## src/rtl/mips_ctrl_pkg.sv

```systemverilog
// Shared constants for the multicycle MIPS control unit: state encodings,
// opcodes, ALU operation classes and the registered control bundle.
package mips_ctrl_pkg;

    typedef enum logic [3:0] {
        S_FETCH  = 4'd0,
        S_DECODE = 4'd1,
        S_MEMADR = 4'd2,
        S_MEMRD  = 4'd3,
        S_MEMWB  = 4'd4,
        S_MEMWR  = 4'd5,
        S_EXEC   = 4'd6,
        S_ALUWB  = 4'd7,
        S_BRANCH = 4'd8,
        S_JUMP   = 4'd9,
        S_ADDIEX = 4'd10,
        S_ADDIWB = 4'd11
    } state_t;

    typedef enum logic [1:0] {
        ALU_ADD   = 2'b00,
        ALU_SUB   = 2'b01,
        ALU_FUNCT = 2'b10
    } alu_op_t;

    localparam logic [5:0] OP_RTYPE = 6'b000000;
    localparam logic [5:0] OP_LW    = 6'b100011;
    localparam logic [5:0] OP_SW    = 6'b101011;
    localparam logic [5:0] OP_BEQ   = 6'b000100;
    localparam logic [5:0] OP_J     = 6'b000010;
    localparam logic [5:0] OP_ADDI  = 6'b001000;

    typedef struct packed {
        logic       pc_write;
        logic       pc_write_cond;
        logic       ior_d;
        logic       mem_read;
        logic       mem_write;
        logic       mem_to_reg;
        logic       ir_write;
        logic       alu_src_a;
        logic       reg_write;
        logic       reg_dst;
        logic [1:0] pc_source;
        logic [1:0] alu_src_b;
        alu_op_t    alu_op;
    } ctrl_t;

    function automatic logic op_supported(input logic [5:0] op);
        return (op == OP_RTYPE) || (op == OP_LW) || (op == OP_SW) ||
               (op == OP_BEQ) || (op == OP_J) || (op == OP_ADDI);
    endfunction

endpackage

```

## src/rtl/multicycle_control.sv

```systemverilog
// Moore-style control FSM for a multicycle MIPS datapath. Control outputs are
// registered alongside the state; write strobes are gated off during reset.
module multicycle_control
    import mips_ctrl_pkg::*;
(
    input  logic       clk,
    input  logic       reset,
    input  logic [5:0] Op,
    output logic       PCWrite,
    output logic       PCWriteCond,
    output logic       IorD,
    output logic       MemRead,
    output logic       MemWrite,
    output logic       MemtoReg,
    output logic       IRWrite,
    output logic       ALUSrcA,
    output logic       RegWrite,
    output logic       RegDst,
    output logic [1:0] PCSource,
    output logic [1:0] ALUSrcB,
    output logic [1:0] ALUOp,
    output logic       illegal_op,
    output logic [3:0] state
);

    state_t state_q;
    ctrl_t  ctrl_q;

    function automatic state_t next_state(input state_t s, input logic [5:0] op);
        state_t n;
        n = S_FETCH;
        case (s)
            S_FETCH:  n = S_DECODE;
            S_DECODE: begin
                case (op)
                    OP_LW, OP_SW: n = S_MEMADR;
                    OP_RTYPE:     n = S_EXEC;
                    OP_BEQ:       n = S_BRANCH;
                    OP_J:         n = S_JUMP;
                    OP_ADDI:      n = S_ADDIEX;
                    default:      n = S_FETCH;
                endcase
            end
            S_MEMADR: n = (op == OP_LW) ? S_MEMRD : S_MEMWR;
            S_MEMRD:  n = S_MEMWB;
            S_EXEC:   n = S_ALUWB;
            S_ADDIEX: n = S_ADDIWB;
            // Terminal states and unreachable encodings all fall back to FETCH.
            default:  n = S_FETCH;
        endcase
        return n;
    endfunction

    function automatic ctrl_t ctrl_for(input state_t s);
        ctrl_t c;
        // NOTE: default every field first so no path through the case leaves a value unassigned (no latch).
        c = '0;
        case (s)
            S_FETCH: begin
                c.mem_read  = 1'b1;
                c.ir_write  = 1'b1;
                c.alu_src_b = 2'b01;
                c.alu_op    = ALU_ADD;
                c.pc_write  = 1'b1;
                c.pc_source = 2'b00;
            end
            S_DECODE: begin
                c.alu_src_b = 2'b11;
                c.alu_op    = ALU_ADD;
            end
            S_MEMADR, S_ADDIEX: begin
                c.alu_src_a = 1'b1;
                c.alu_src_b = 2'b10;
                c.alu_op    = ALU_ADD;
            end
            S_MEMRD: begin
                c.mem_read = 1'b1;
                c.ior_d    = 1'b1;
            end
            S_MEMWB: begin
                c.reg_write  = 1'b1;
                c.mem_to_reg = 1'b1;
            end
            S_MEMWR: begin
                c.mem_write = 1'b1;
                c.ior_d     = 1'b1;
            end
            S_EXEC: begin
                c.alu_src_a = 1'b1;
                c.alu_src_b = 2'b00;
                c.alu_op    = ALU_FUNCT;
            end
            S_ALUWB: begin
                c.reg_dst   = 1'b1;
                c.reg_write = 1'b1;
            end
            S_BRANCH: begin
                c.alu_src_a     = 1'b1;
                c.alu_src_b     = 2'b00;
                c.alu_op        = ALU_SUB;
                c.pc_write_cond = 1'b1;
                c.pc_source     = 2'b01;
            end
            S_JUMP: begin
                c.pc_write  = 1'b1;
                c.pc_source = 2'b10;
            end
            S_ADDIWB: c.reg_write = 1'b1;
            default:  c = '0;
        endcase
        return c;
    endfunction

    // NOTE: state registers use non-blocking assignments so every flop samples pre-edge values.
    always_ff @(posedge clk) begin
        if (reset) begin
            state_q <= S_FETCH;
            ctrl_q  <= ctrl_for(S_FETCH);
        end else begin
            state_q <= next_state(state_q, Op);
            ctrl_q  <= ctrl_for(next_state(state_q, Op));
        end
    end

    assign PCWrite     = ctrl_q.pc_write      & ~reset;
    assign PCWriteCond = ctrl_q.pc_write_cond & ~reset;
    assign MemRead     = ctrl_q.mem_read      & ~reset;
    assign MemWrite    = ctrl_q.mem_write     & ~reset;
    assign IRWrite     = ctrl_q.ir_write      & ~reset;
    assign RegWrite    = ctrl_q.reg_write     & ~reset;
    assign IorD        = ctrl_q.ior_d;
    assign MemtoReg    = ctrl_q.mem_to_reg;
    assign ALUSrcA     = ctrl_q.alu_src_a;
    assign RegDst      = ctrl_q.reg_dst;
    assign PCSource    = ctrl_q.pc_source;
    assign ALUSrcB     = ctrl_q.alu_src_b;
    assign ALUOp       = ctrl_q.alu_op;
    assign state       = state_q;

    assign illegal_op = (state_q == S_DECODE) & ~op_supported(Op) & ~reset;

endmodule

```

## config.mk

```make
export PLATFORM = sky130hd
export DESIGN_NAME = multicycle_control
export DESIGN_NICKNAME = d
export VERILOG_FILES = /design/src/rtl/mips_ctrl_pkg.sv /design/src/rtl/multicycle_control.sv
export SDC_FILE = /design/constraint.sdc
export NUM_CORES = 1
export LEC_CHECK = 0
export ABC_AREA = 1
export CAP_MARGIN = 20
export CORE_MARGIN = 2
export CORE_UTILIZATION = 47
export DETAILED_ROUTE_END_ITERATION = 8
export DONT_BUFFER_PORTS = 1
export SKIP_LAST_GASP = 1
export SLEW_MARGIN = 20
export SYNTH_ARGS = -nofsm -noshare
export SYNTH_HDL_FRONTEND = slang
export SYNTH_SLANG_ARGS = --single-unit
```

## constraint.sdc

```tcl
create_clock -name clk -period 3.2 [get_ports clk]
set_input_delay 0.64 -clock clk [delete_from_list [all_inputs] [get_ports clk]]
set_output_delay 0.64 -clock clk [all_outputs]
set_load 0.02 [all_outputs]
```

### After elaboration in Yosys (flattened, before gate mapping)

Index checks and enable logic that the tools add are counted.

* eq/ne operators: 21
* muxes and demuxes: 16
* bitwise gates (word level): 10
* reduce and logical (&&, ||, !) cells: 15

Operator list (count)
* one-hot mux 4 bit (5 select lines): 2
* one-hot mux 4 bit (6 select lines): 1
* == test 4 x 3 -> 1 bit (second input constant): 5
* == test 4 bit (second input constant): 5
* == test 4 x 2 -> 1 bit (second input constant): 4
* == test 6 bit (second input constant): 2
* two-way mux 1 bit: 10
* OR reduction 2 bit: 5
* AND 1 bit: 8
* == test 4 x 1 -> 1 bit (second input constant): 2
* zero test 4 bit: 2
* == test 6 x 2 -> 1 bit (second input constant): 1
* == test 6 x 3 -> 1 bit (second input constant): 1
* == test 6 x 4 -> 1 bit (second input constant): 1
* zero test 6 bit: 1
* logical OR 1 bit: 5
* two-way mux 4 bit: 1
* one-hot mux 2 bit (2 select lines): 1
* OR reduction 4 bit: 1
* two-way mux 3 bit: 1
* OR reduction 3 bit: 1
* NOT 1 bit: 2

* flip-flop bits (word level): 20
* input port bits: 8
* output and inout bits: 21
* word-level logic and storage cells: 76

### Depth between registers and ports, before layout

Gate-level depths: netlist of the first run.

* depth in word-level cells: 9
* mapped depth: 11
* depth with buffers taken out: 11

### Worst setup path before layout of the first run

No wires, ideal clock.

* path type: input to output
* start point: in Op[1]
* end point: out illegal_op
* arrival time: 1.620 ns
* required time: 2.560 ns
* slack: 0.940 ns
* stages: 5
* buffers on the path: 0
* cell sequence: nor2_1 -> and2_1 -> nand2_1 -> nand2_1 -> nor4_1

* longest elaborated chain between the ends: 9

RTL lines
* from (decl): line multicycle_control.sv:8 `input logic [5:0] Op,`
* == test 6 bit or zero test 6 bit (tied branches): line mips_ctrl_pkg.sv:50 `return (op == OP_RTYPE) || (op == OP_LW) || (op == OP_SW) ||`
* logical OR 1 bit (3 in a row): line mips_ctrl_pkg.sv:50
* logical OR 1 bit: line mips_ctrl_pkg.sv:51 `(op == OP_BEQ) || (op == OP_J) || (op == OP_ADDI);`
* logical OR 1 bit (*): line mips_ctrl_pkg.sv:51
* NOT 1 bit (*): line multicycle_control.sv:140 `assign illegal_op = (state_q == S_DECODE) & ~op_supported(Op) & ~reset;`
* AND 1 bit (*) (2 in a row): line multicycle_control.sv:140
* to (decl): line multicycle_control.sv:22 `output logic illegal_op,`

Mark *: on every way between the ends. The rest lies on a longest branch, timed or not.

### Final worst setup path of the first run

* start point: reg state_q[2] (netlist: state[2])
* end point: out illegal_op

* longest elaborated chain between the ends: 3

RTL lines
* from (decl): line multicycle_control.sv:26 `state_t state_q;`
* from (signal assigned): line multicycle_control.sv:120 `state_q <= next_state(state_q, Op);`
* == test 4 x 1 -> 1 bit: line multicycle_control.sv:140
* AND 1 bit (2 in a row): line multicycle_control.sv:140

Every way passes these cells.

==> results of run 1 <==
==> stage by stage <==
stage                util  instances  hold WS, ns  setup WS (ns)
floorplan               -        128        0.614          0.940
global placement    0.506        146        0.656           1.21
detailed placement  0.506        146        0.661           1.18
CTS                 0.521        150        0.379          0.987
global route        0.521        150        0.375          0.900
finish              0.521        150        0.401           1.02
==> where the power goes <==
part	total (mW)	internal [mW]	switching, mW	leakage [nW]
combinational	0.0389	0.0128	0.0260	0.286
clock	0.116	0.0465	0.0693	0.0177
sequential	0.252	0.244	0.00843	0.155
total	0.407	0.303	0.104	0.458
==> synth_stat cells <==
library cell / number / share of area
sky130_fd_sc_hd__a21boi_2: 1 / 0.012
sky130_fd_sc_hd__a21oi_1: 3 / 0.016
sky130_fd_sc_hd__a31oi_1: 1 / 0.0068
sky130_fd_sc_hd__and2_1: 1 / 0.0068
sky130_fd_sc_hd__buf_1: 1 / 0.0041
sky130_fd_sc_hd__buf_4: 6 / 0.049
sky130_fd_sc_hd__clkbuf_1: 1 / 0.0041
sky130_fd_sc_hd__dfxtp_1: 19 / 0.42
sky130_fd_sc_hd__inv_1: 22 / 0.090
sky130_fd_sc_hd__inv_2: 4 / 0.016
sky130_fd_sc_hd__nand2_1: 16 / 0.066
sky130_fd_sc_hd__nand2_2: 8 / 0.055
sky130_fd_sc_hd__nand3_1: 9 / 0.049
sky130_fd_sc_hd__nand3_2: 2 / 0.022
sky130_fd_sc_hd__nand3b_1: 1 / 0.0082
sky130_fd_sc_hd__nand4_1: 1 / 0.0068
sky130_fd_sc_hd__nor2_1: 20 / 0.082
sky130_fd_sc_hd__nor2_2: 4 / 0.027
sky130_fd_sc_hd__nor2_4: 2 / 0.025
sky130_fd_sc_hd__nor3_1: 4 / 0.022
sky130_fd_sc_hd__nor4_1: 1 / 0.0068
sky130_fd_sc_hd__xor2_1: 1 / 0.0096
==> state kept, by name, indices dropped and copies added, names as in the netlist <==
signal	flops
ALUOp	2
ctrl_q	6
MemtoReg	1
IorD	1
PCSource	1
ALUSrcA	1
ALUSrcB	2
RegDst	1
state	4
==> cell usage in the layout (no fill, tap or decap), types with 3 or more instances in the layout <==
cell type / Yosys / layout
sky130_fd_sc_hd__nand2_2: 8 / 8
sky130_fd_sc_hd__clkbuf_4: 0 / 3
sky130_fd_sc_hd__nor2_2: 4 / 4
sky130_fd_sc_hd__inv_2: 4 / 4
sky130_fd_sc_hd__nand3_1: 9 / 9
sky130_fd_sc_hd__nor2_1: 20 / 20
sky130_fd_sc_hd__nor3_1: 4 / 4
sky130_fd_sc_hd__a21oi_1: 3 / 3
sky130_fd_sc_hd__dfxtp_1: 19 / 19
sky130_fd_sc_hd__nand2_1: 16 / 16
sky130_fd_sc_hd__inv_1: 22 / 22
==> worst max-delay path by stage <==
stage	from	to
3_3_place_gp	Op[1]	illegal_op
5_1_grt	state[2]$_SDFF_PP0_	illegal_op
2_1_floorplan	Op[1]	illegal_op
6_report	state[2]$_SDFF_PP0_	illegal_op
4_1_cts	state[2]$_SDFF_PP0_	illegal_op
3_5_place_dp	Op[1]	illegal_op
==> cell families after synthesis <==
family / after synthesis / share of synthesized area
xor+xnor: 1 / 0.00956
simple gates: 69 / 0.376
compound gates: 5 / 0.0355
flops: 19 / 0.415
buf+inv: 34 / 0.164
==> layer usage <==
| metal | up-vias | track usage |
|---|---|---|
| met2 | 23 | 0.239 |
| met4 | 0 | 0.0811 |
| met3 | 4 | 0.0519 |
| met1 | 288 | 0.200 |
| met5 | - | 0 |
| li1 | 375 | - |
==> final cells by class <==
type	count	area [um^2]	share of cell area
clock buffer	3	22.5	0.0242
clock inverter	1	5.00	0.00538
inverter	26	97.6	0.105
multi-input combinational	75	385	0.415
sequential	19	380	0.409
tap	25	31.3	0.0336
timing repair buffer	1	7.51	0.00808
==> impl_summary.txt, run 1 <==
----------------------------------------------------
[Setup path]
  Worst R2R Start ... state[2]$_SDFF_PP0_
  Buf/Inv on CP ... 1
  Flop-to-flop setup slack ... ~1.8 ns
  Cell count of the worst reg-to-reg path ... 10
  Worst Path Required ... 2.56 ns
  Setup Crit Path Kind ... flip-flop to output pin
  Data arrival time of the critical path ... around 1.5 ns
  Cell count along the critical path ... 4
  Critical Path End Type ... output pin
  Ordered cell list for the critical path ... nor2_4, nand3_2, nor4_1, buf_4
  Nature of the critical path startpoint ... flip-flop
  Critical path fanouts, max ... 5
  Biggest cell delay along the critical path ... roughly 0.45 ns
  Kind of cell adding the most delay to the critical path ... simple AND/OR/NAND/NOR gates
  Terminus of the critical flop-to-flop path ... ALUSrcA$_SDFF_PP0_
  Cell type of the slowest stage on the worst timing path ... sky130_fd_sc_hd__dfxtp_1

[Place]
  Placed cell areas ... around 900 um^2
  Port Buf Inserts ... 0
  Gpl congestion ... 0.790
  Detailed Place HPWL ... around 1300 um

[Floorplanning]
  Die span in y ... 48.1 um
  Die ar. ... around 2300 um^2
  Cell Rows ... 15
  Initial standard-cell utilization of the core ... 0.514
  Core area ... around 1800 um^2
  Chip width ... between 40 and 50 um
  Number of primary I/O pins ... 29

[Timing]
  Worst-Margin Slew ... roughly 0.41 ns
  Max transition margin ... 0.727
  Setup repair after global routing missed its margin ... false
  Setup Skew ... 0.00636 ns
  Min Clock Period, post-route ... 2.18 ns
  Sum of negative setup slack ... 0 ns
  Final hold viol count ... 0
  Max-slew violations ... 0
  Achievable frequency ... between 400 and 500 MHz
  Final Setup Violations ... 0
  Fraction of the cycle the final worst path needs ... 0.681

[Clock network]
  TritonCTS sink count ... 19
  Hold buffer count at CTS ... 0
  Total number of H-tree levels ... 1
  Post-cts repair resize count ... 0
  CTS tree ... yes
  Maximum count of clock buffers along a single path ... 2
  Clk root buf ... sky130_fd_sc_hd__clkbuf_4
  TritonCTS Buffers ... 3
  Later-pin clock latency in the skew report ... approximately 0.29 ns
  Number of post-CTS setup repair buffers ... 0
  Clock slew seen by the registers of the worst setup and hold paths ... roughly 0.1 ns

[Synth]
  Cells after synthesis ... 128
  Part of the Yosys area used for sequential elements ... 0.415
  Post-synthesis register bit count ... 19
  Synth unique cells ... 22
  Synthesis Warnings ... 0
  Combined area of all synthesized cells ... 916 um^2
  Average size of a mapped cell ... around 7 um^2
  Number of nets produced by synthesis ... between 100 and 150

[Global routing]
  Largest net degree at the start of global routing ... 20
  Via count of the first global-routing pass ... 612
  Global-route congestion overflow total ... 0
  Wire length of the first global-routing pass ... between 2000 and 2500 um
  Number of antenna violations at the first check in global routing ... 0
  Overall routing resource usage ... 0.158

[Route]
  Wire length after detailed routing ... 1580 um
  Routed length on met2 ... 689 um
  Average vias per placed instance ... ~4.6
  DR WL met3 ... approximately 110 um
  Number of vias in the routed layout ... 690
  Metal1 wirelength ... approximately 750 um
  Post-route antenna net violation count ... 0
  First-pass iteration count of the detailed router ... 4
  Wirelength per Cell ... roughly 11 um
  DRC errors left ... 0
  Top routing layer used ... met4
  Initial detailed-routing violation count ... 10

[Cells and area]
  Final layout net count ... 134
  Antenna Diode Count ... 0
  Non-Filler Cell Area, Final ... roughly 930 um^2
  Proportion of layout cells with a drive suffix above 1 ... 0.208
  Layout-stage area growth over the synthesis result ... 1.50%
  Filler Cell Count ... 168

[Power]
  Static Leakage ... about 0.46 nW
  Final Power ... about 0.41 mW
  Peak VDD IR ... around 0.00017 V
  Power density over the cells ... 438 nW/um^2

[Worst hold path]
  Type of the most critical hold path ... primary input to flip-flop
  Sink of the worst hold path ... ctrl_q[14]$_SDFF_PP0_
  Worst hold path stage count ... 1
  Launch point of the worst hold path ... reset

[Outcome]
  Status ... completed

[Job]
  Maxcap violations ... 0

----------------------------------------------------
Power figures use the tool's default switching activity.
==> inputs of run 2 (changes only) <==
- clock period: 3.2 -> 1.85 ns (I/O delays scaled with it)
==> impl_summary.txt, run 2 (synthesis results as in run 1) <==
----------------------------------------------------
[Outcome]
  Status ... completed (unchanged)

[Floorplanning]
  Die ar. ... 2320 um^2 (unchanged)
  Number of primary I/O pins ... 29 (unchanged)
  Die span in y ... 48.1 um (unchanged)
  Chip width ... 48.1 um (unchanged)
  Cell Rows ... 15 (unchanged)
  Initial standard-cell utilization of the core ... 0.514 (unchanged)
  Core area ... 1780 um^2 (unchanged)

[Setup path]
  Data arrival time of the critical path ... 1.48 ns (was 1.54 ns)
  Cell count along the critical path ... 4 (unchanged)
  Kind of cell adding the most delay to the critical path ... simple AND/OR/NAND/NOR gates (unchanged)
  Cell count of the worst reg-to-reg path ... 7 (was 10)
  Ordered cell list for the critical path ... nor2_4, nand3_2, nor4_2, buf_4 (was nor2_4, nand3_2, nor4_1, buf_4)
  Nature of the critical path startpoint ... flip-flop (unchanged)
  Cell type of the slowest stage on the worst timing path ... sky130_fd_sc_hd__dfxtp_4 (was sky130_fd_sc_hd__dfxtp_1)
  Buf/Inv on CP ... 1 (unchanged)
  Worst Path Required ... 1.48 ns (was 2.56 ns)
  Critical path fanouts, max ... 5 (unchanged)
  Biggest cell delay along the critical path ... 0.40 ns (was 0.45 ns)
  Setup Crit Path Kind ... flip-flop to output pin (unchanged)
  Critical Path End Type ... output pin (unchanged)

[Global routing]
  Largest net degree at the start of global routing ... 20 (unchanged)
  Number of antenna violations at the first check in global routing ... 0 (unchanged)
  Via count of the first global-routing pass ... 589 (was 612)
  Global-route congestion overflow total ... 0 (unchanged)
  Wire length of the first global-routing pass ... 2430 um (was 2470 um)
  Overall routing resource usage ... 0.154 (was 0.158)

[Cells and area]
  Non-Filler Cell Area, Final ... 948 um^2 (was 930 um^2)
  Register ranked first by flip-flop count ... ctrl_q (unchanged)
  Most common library cell in the layout ignoring fill and taps ... sky130_fd_sc_hd__inv_1 (unchanged)
  Most frequent cells in the layout ... sky130_fd_sc_hd__inv_1 (22), sky130_fd_sc_hd__nor2_1 (20), sky130_fd_sc_hd__dfxtp_1 (17) (was sky130_fd_sc_hd__inv_1 (22), sky130_fd_sc_hd__nor2_1 (20), sky130_fd_sc_hd__dfxtp_1 (19))
  Layout-stage area growth over the synthesis result ... 3.55% (was 1.50%)
  Proportion of layout cells with a drive suffix above 1 ... 0.238 (was 0.208)
  Final layout net count ... 135 (was 134)
  Antenna Diode Count ... 0 (unchanged)
  Filler Cell Count ... 180 (was 168)
  Flip-flop count of the largest register after layout ... 6 (unchanged)

[Clock network]
  Clk root buf ... sky130_fd_sc_hd__clkbuf_4 (unchanged)
  Clock slew seen by the registers of the worst setup and hold paths ... 0.10 ns (about the same)
  Total number of H-tree levels ... 1 (unchanged)
  CTS tree ... yes (unchanged)
  Later-pin clock latency in the skew report ... 0.29 ns (about the same)
  Hold buffer count at CTS ... 0 (unchanged)
  Number of post-CTS setup repair buffers ... 0 (unchanged)
  Post-cts repair resize count ... 2 (was 0)
  TritonCTS Buffers ... 3 (unchanged)
  Maximum count of clock buffers along a single path ... 2 (unchanged)
  TritonCTS sink count ... 19 (unchanged)

[Timing]
  Max-slew violations ... 0 (unchanged)
  Worst-Margin Slew ... 0.386 ns (was 0.409 ns)
  Setup repair after global routing missed its margin ... true (was false)
  Final Setup Violations ... 0 (unchanged)
  Min Clock Period, post-route ... between 1.5 and 2 ns
  Final hold viol count ... 0 (unchanged)
  Sum of negative setup slack ... 0 ns (unchanged)
  Setup Skew ... 0.00635 ns (was 0.00636 ns)
  Fraction of the cycle the final worst path needs ... 0.998
  Max transition margin ... 0.741 (was 0.727)
  Achievable frequency ... about 540 MHz

[Power]
  Part of the total power dissipated in combinational logic ... 0.105 (was 0.096)
  Power density over the cells ... 745 nW/um^2 (was 438 nW/um^2)
  Static Leakage ... 0.466 nW (was 0.458 nW)
  Int Power ... 0.526 mW (was 0.303 mW)
  Sw Ratio ... 0.256 (was 0.255)
  Clk network pwr share ... 0.284 (was 0.285)
  Net switching power ... 0.181 mW (was 0.104 mW)
  Peak VDD IR ... 0.000350 V (was 0.000173 V)
  Sequential group share of total power ... 0.612 (was 0.620)

[Worst hold path]
  Type of the most critical hold path ... primary input to flip-flop (unchanged)
  Worst hold path stage count ... 1 (unchanged)

[Place]
  Port Buf Inserts ... 0 (unchanged)
  Gpl congestion ... 0.777 (was 0.790)
  Detailed Place HPWL ... 1250 um (was 1280 um)
  Placed cell areas ... 910 um^2 (was 902 um^2)

[Route]
  Number of vias in the routed layout ... 706 (was 690)
  Initial detailed-routing violation count ... 14 (was 10)
  First-pass iteration count of the detailed router ... 5 (was 4)
  Wire length after detailed routing ... 1580 um (about the same)
  Post-route antenna net violation count ... 0 (unchanged)
  Wirelength per Cell ... 10.5 um (about the same)
  DRC errors left ... 0 (unchanged)
  Average vias per placed instance ... 4.68 (was 4.60)

[Job]
  Maxcap violations ... 0 (unchanged)

----------------------------------------------------
[run 2: changes by cell type in the layout (fill, tap and decap cells not counted)]
cell                      delta
sky130_fd_sc_hd__nor4_1      -1
sky130_fd_sc_hd__dfxtp_4     +1
sky130_fd_sc_hd__dfxtp_2     +1
sky130_fd_sc_hd__nor4_2      +1
sky130_fd_sc_hd__dfxtp_1     -2
sky130_fd_sc_hd__buf_4       +1
[run 2: final timing paths]
path	to	slack, ns	start
min	ALUOp[0]$_SDFF_PP0_	0.13	reset
max	illegal_op	0.005	state[3]$_SDFF_PP0_
min reg2reg	MemtoReg$_SDFF_PP0_	0.59	state[0]$_SDFF_PP0_
max reg2reg	ctrl_q[15]$_SDFF_PP1_	0.41	state[1]$_SDFF_PP0_
[run 2: final cells by class]
| class | count | area (um^2) | share of cell area |
|---|---|---|---|
| sequential | 19 | 385 | 0.406 |
| multi-input combinational | 75 | 392 | 0.413 |
| tap | 25 | 31.3 | 0.0330 |
| clock buffer | 3 | 22.5 | 0.0237 |
| timing repair buffer | 2 | 15.0 | 0.0158 |
| inverter | 26 | 97.6 | 0.103 |
| clock inverter | 1 | 5.00 | 0.00528 |
[run 2: routing by layer]
layer	routed length [um]	GRT usage	up-vias
met3	93	0.0444	5
li1	-	-	374
met2	703	0.237	26
met4	31	0.0649	0
met5	0	0	-
met1	753	0.200	301
[run 2: metrics by stage]
stage          total power [mW]  hold slack, ns  worst slack (ns)  cells  utilization
6_report                  0.706           0.131           0.00451    151        0.532
5_1_grt                   0.740           0.117           -0.0365    151        0.532
4_1_cts                   0.715           0.125           0.00897    151        0.527
3_5_place_dp              0.516           0.446             0.281    147        0.510
3_3_place_gp              0.515           0.442             0.282    147        0.510
2_1_floorplan             0.511           0.591            0.0701    128            -
[run 2: power groups by stage]
| stage | clock network (mW) | registers [mW] | logic [mW] |
|---|---|---|---|
| floorplan | 0 | 0.439 | 0.0715 |
| global placement | 0 | 0.443 | 0.0718 |
| detailed placement | 0 | 0.443 | 0.0724 |
| CTS | 0.208 | 0.434 | 0.0728 |
| global route | 0.221 | 0.434 | 0.0846 |
| finish | 0.200 | 0.432 | 0.0738 |
==> inputs of run 3 (changes only) <==
- CAP_MARGIN: 20 -> not set
==> results of run 3 <==
No change in the layout: final DEF, timing and power equal those of run 2.
